[config.mk]
export PLATFORM = sky130hd
export DESIGN_NAME = mgia_line_fetch
export DESIGN_NICKNAME = d
export VERILOG_FILES = /design/src/rtl/mgia_line_fetch.sv
export SDC_FILE = /design/constraint.sdc
export NUM_CORES = 2
export LEC_CHECK = 0
export CAP_MARGIN = 20
export CORE_ASPECT_RATIO = 0.7
export CORE_UTILIZATION = 40
export CTS_CLUSTER_DIAMETER = 100
export CTS_CLUSTER_SIZE = 10
export DETAILED_ROUTE_END_ITERATION = 6
export SETUP_SLACK_MARGIN = 0.3
export SYNTH_ARGS = -nofsm -noshare
export SYNTH_HDL_FRONTEND = slang
export SYNTH_SLANG_ARGS = --single-unit
[constraint.sdc]
create_clock -name CLK_I_25MHZ -period 6.9 [get_ports CLK_I_25MHZ]
set_input_delay 1.38 -clock CLK_I_25MHZ [delete_from_list [all_inputs] [get_ports CLK_I_25MHZ]]
set_output_delay 1.38 -clock CLK_I_25MHZ [all_outputs]
set_load 0.03 [all_outputs]
[src/rtl/mgia_line_fetch.sv]
// mgia_line_fetch: prefetches one scanline per horizontal blank into a ping-pong line buffer for the MGIA shifter.
// Define MGIA_UNDERRUN_EN to add UNDERRUN_O, a sticky flag for lines whose fetch was cut short by the next LINE_I.
//
// state | meaning
// IDLE  | bus released, waiting for the next horizontal blank
// FETCH | bus master, copying words of the next line into the fill bank
module mgia_line_fetch #(
   parameter int WORDS_PER_LINE = 40,
   parameter int AW             = 23
) (
   input  logic          CLK_I_25MHZ,
   input  logic          RST_N_I,
   input  logic          VSYNC_I,
   input  logic          LINE_I,
   input  logic          FETCH_EN_I,
   input  logic [AW-1:0] FB_BASE_I,
   output logic [AW-1:0] MGIA_ADR_O,
   output logic          MGIA_CYC_O,
   output logic          MGIA_STB_O,
   input  logic          MGIA_ACK_I,
   input  logic [15:0]   MGIA_DAT_I,
   input  logic [5:0]    F_ADR_I,
   output logic [15:0]   F_DAT_O
`ifdef MGIA_UNDERRUN_EN
   ,
   output logic          UNDERRUN_O
`endif
);

   typedef enum logic {IDLE, FETCH} state_t;

   localparam logic [AW-1:0] LINE_STRIDE = AW'(WORDS_PER_LINE);
   localparam logic [AW-1:0] PTR_ONE     = AW'(1);
   localparam logic [5:0]    LAST_IDX    = 6'(WORDS_PER_LINE - 1);

   state_t        state, state_nxt;
   logic [AW-1:0] line_base, line_base_nxt;
   logic [AW-1:0] ptr, ptr_nxt;
   logic [5:0]    idx, idx_nxt;
   logic          disp_bank, disp_bank_nxt;
   logic          wr_en;
   logic [15:0]   line_mem [0:127];

   // Priority: ACK, then abort, then VSYNC reload, then a new fetch starting from the resulting ptr.
   always_comb begin
      state_nxt     = state;
      line_base_nxt = line_base;
      ptr_nxt       = ptr;
      idx_nxt       = idx;
      disp_bank_nxt = disp_bank;
      wr_en         = 1'b0;
      if (state == FETCH && MGIA_ACK_I && !LINE_I) begin
         wr_en   = 1'b1;
         ptr_nxt = ptr + PTR_ONE;
         idx_nxt = idx + 6'd1;
         if (idx == LAST_IDX) begin
            state_nxt = IDLE;
         end
      end
      if (LINE_I) begin
         disp_bank_nxt = ~disp_bank;
         if (state == FETCH) begin
            ptr_nxt   = line_base + LINE_STRIDE;
            state_nxt = IDLE;
         end
      end
      if (VSYNC_I) begin
         line_base_nxt = FB_BASE_I;
         ptr_nxt       = FB_BASE_I;
      end
      if (LINE_I && FETCH_EN_I) begin
         line_base_nxt = ptr_nxt;
         idx_nxt       = 6'd0;
         state_nxt     = FETCH;
      end
   end

   always_ff @(posedge CLK_I_25MHZ or negedge RST_N_I) begin
      if (!RST_N_I) begin
         state     <= IDLE;
         line_base <= '0;
         ptr       <= '0;
         idx       <= '0;
         disp_bank <= 1'b0;
      end else begin
         state     <= state_nxt;
         line_base <= line_base_nxt;
         ptr       <= ptr_nxt;
         idx       <= idx_nxt;
         disp_bank <= disp_bank_nxt;
      end
   end

   // Line buffer has no reset; bank select is the MSB of the 7-bit word address.
   always_ff @(posedge CLK_I_25MHZ) begin
      if (wr_en) begin
         line_mem[{~disp_bank, idx}] <= MGIA_DAT_I;
      end
   end

   assign F_DAT_O    = line_mem[{disp_bank, F_ADR_I}];
   assign MGIA_ADR_O = ptr;
   assign MGIA_CYC_O = (state == FETCH);
   assign MGIA_STB_O = (state == FETCH);

`ifdef MGIA_UNDERRUN_EN
   always_ff @(posedge CLK_I_25MHZ or negedge RST_N_I) begin
      if (!RST_N_I) begin
         UNDERRUN_O <= 1'b0;
      end else if (LINE_I && state == FETCH) begin
         UNDERRUN_O <= 1'b1;
      end else if (VSYNC_I) begin
         UNDERRUN_O <= 1'b0;
      end
   end
`endif

endmodule

==> flow_summary.json <==
{
  "crit_path_max_fanout": 40,
  "fmax_ghz": 0.169,
  "core-area_um2": 202000,
  "grt_util_all_layers": 0.208,
  "die_area_um2": 206000,
  "io_pins": 92,
  "min_period_ns": 5.92,
  "yosysTopAreaCell": "edfxtp_1",
  "clockBufferDepth": 4,
  "ctsResizeCount": 0,
  "seq_area_frac_synth": 0.771,
  "avgRoutedWirePerCell_um": 32.4,
  "max-slew-margin-rel": 0.207,
  "register_area_um2": 62900,
  "cp.arrival_ns": 4.54,
  "drt_iter0_drc": 5561,
  "cp-start-kind": "input pin",
  "antenna_found_initial": 19,
  "fin_util": 0.461,
  "setup-tns-final_ns": 0,
  "hold_viol_final": 0,
  "dpl.hpwl_um": 124000,
  "fin_skew_ns": 0.0238,
  "synth_nets": 3515,
  "hp-class": "flop to flop",
  "ys_warn_count": 0,
  "syn_avg_cell_area_um2": 23.5,
  "irDropWorstVdd_mv": 0.187,
  "rsz0062_at_grt": "no",
  "design_area_um2": 93300,
  "h-tree-depth": 4,
  "area_growth_pct": 14.5,
  "worst_slew_pin_slew_ns": 1.19,
  "fillCellCount": 16400,
  "ant_nets": 0,
  "cap_violations": 0,
  "clk-insertion-delay-late_ns": 0.85,
  "gp_congestion": 0.811,
  "fp-row-count": 138,
  "synth_top_cell_area_share": 0.755,
  "place_area_um2": 87100,
  "p_per_area_nw_per_um2": 286,
  "cts_setup_buffers": 0,
  "cts_root_buf": "clkbuf_16",
  "total_power_mw": 26.7,
  "async_flop_share": 0.0257,
  "grt_pass1_wl_um": 301000,
  "netlist_instances": 3461,
  "die_h_um": 380,
  "via_per_inst": 5.91,
  "tritoncts.num_buffers": 237,
  "final_layout_size_suffix_gt1_frac": 0.333,
  "io_buffers": 91,
  "holdWs_ns": 0.513,
  "yosys_register_bits": 2102,
  "synthFlopType": "edfxtp_1",
  "clock_sinks": 2102,
  "critPathCaptureType": "output pin",
  "vias": 38800,
  "final_cell_mix": "2048 x edfxtp_1, 672 x mux4_2, 239 x clkbuf_16",
  "synth-edff-count": 2048,
  "wirelength_um": 213000,
  "grt_max_degree": 105,
  "first_pass_iters": 5,
  "start_util": 0.403,
  "mostFrequentLayoutCell": "edfxtp_1",
  "multi_input_area_um2": 18100,
  "finalSetupViolCount": 0,
  "syn-cell-area_um2": 81500,
  "post-route-period-util": 0.858,
  "synth_area_leaders": "edfxtp_1 75%, mux4_2 19%, dfrtp_1 1.7%",
  "fp.dieW_um": 541,
  "status": "finished clean",
  "cts_tree": "done",
  "grt_pass1_vias": 38300,
  "p_leak_nw": 28.7,
  "synth_cell_types": 46,
  "nNetsFinal": 3864,
  "clk_transition_reported_paths_ns": 0.05,
  "report.final.slew_viol_count": 0,
  "drcViolationCount": 0,
  "gr-total-overflow": 0,
  "cts_hold_buf": 0,
  "crit_required_ns": 5.52,
  "crit_type": "input pin to output pin"
}
through the flow:
step,worst slack [ns],std cells
floorplan,1.67,3461
global placement,0.946,6300
detailed placement,0.967,6300
CTS,0.976,6563
global route,0.901,6564
finish,0.979,6567
sequential cells by signal, summed over array words and instances, names as in the netlist:
name,flops
MGIA_ADR_O,23
MGIA_CYC_O,1
disp_bank,1
idx,6
line_base,23
line_mem,2048
where the power goes:
group | switching, mW | internal, mW | leakage [nW]
combinational | 1.13 | 0.718 | 6.67
clock | 4.64 | 6.08 | 3.01
sequential | 0.0681 | 14.1 | 19.1
total | 5.84 | 20.9 | 28.7
metal layers:
layer,wire (um),up-vias,share of wire,GRT usage
met3,21700,242,0.10,0.0470
li1,-,15400,-,-
met1,94600,21200,0.44,0.329
met4,4060,0,0.019,0.0429
met5,0,-,0,0
met2,92200,1916,0.43,0.293
synthesized netlist by cell type, types with 2 or more instances:
master,number
edfxtp_1,2048
mux4_2,672
nor2_1,153
clkbuf_1,108
nand2_1,63
dfrtp_1,54
buf_2,53
o21ai_0,45
nand3_1,33
buf_1,31
a21oi_1,25
mux2_2,23
xnor2_1,19
o211ai_1,15
xor2_1,15
nand3b_1,11
nor3_1,10
nor2b_1,9
inv_1,8
nand4_1,8
nor4_1,8
or3_1,7
mux2i_1,6
or2_2,6
ha_1,3
and2_1,2
and4_1,2
nand2b_1,2
nor3b_1,2
o21a_1,2
o31a_1,2
or4_1,2
critical path, stage by stage:
cell and delay [ns]:
buf_8 0.29, buf_12 0.25, buf_12 0.30, mux4_2 0.64, mux4_2 0.58, mux4_2 0.49
mux2_2 0.32, buf_4 0.18
area by class of cell:
type,count,share of cell area
sequential,2102,0.674
clock buffer,257,0.0648
multi-input combinational,1157,0.194
timing repair buffer,304,0.0298
tap,2730,0.0366
clock inverter,6,0.00102
inverter,8,0.000322
antenna,3,0.0000805
cell families (layout without fill, tap and decap cells):
kind of cell    after synthesis  count (layout)  share of synthesized area
fa+ha+maj                     3               3                   0.000461
flops                      2102            2102                      0.771
simple gates                322             322                     0.0178
other cells                   0               3                          0
mux                         701             701                      0.190
xor+xnor                     34              34                    0.00365
buf+inv                     202             575                     0.0103
compound gates               97              97                    0.00686
path summary, 6_finish.rpt:
check | start | to | slack, ns | cells past startpoint
setup / recovery | F_ADR_I[0] | F_DAT_O[4] | 0.98 | 8
hold / removal | line_base[1]$_DFFE_PN0P_ | line_base[1]$_DFFE_PN0P_ | 0.51 | 2
setup reg to reg | disp_bank$_DFFE_PN0P_ | line_mem[53][15]$_DFFE_PP_ | 3.04 | 5
hold reg to reg | line_base[1]$_DFFE_PN0P_ | line_base[1]$_DFFE_PN0P_ | 0.51 | 2
max in group asynchronous | RST_N_I | disp_bank$_DFFE_PN0P_ | 5.67 | 2
min in group asynchronous | RST_N_I | MGIA_ADR_O[12]$_DFF_PN0_ | 0.67 | 2
Power figures use the tool's default switching activity.
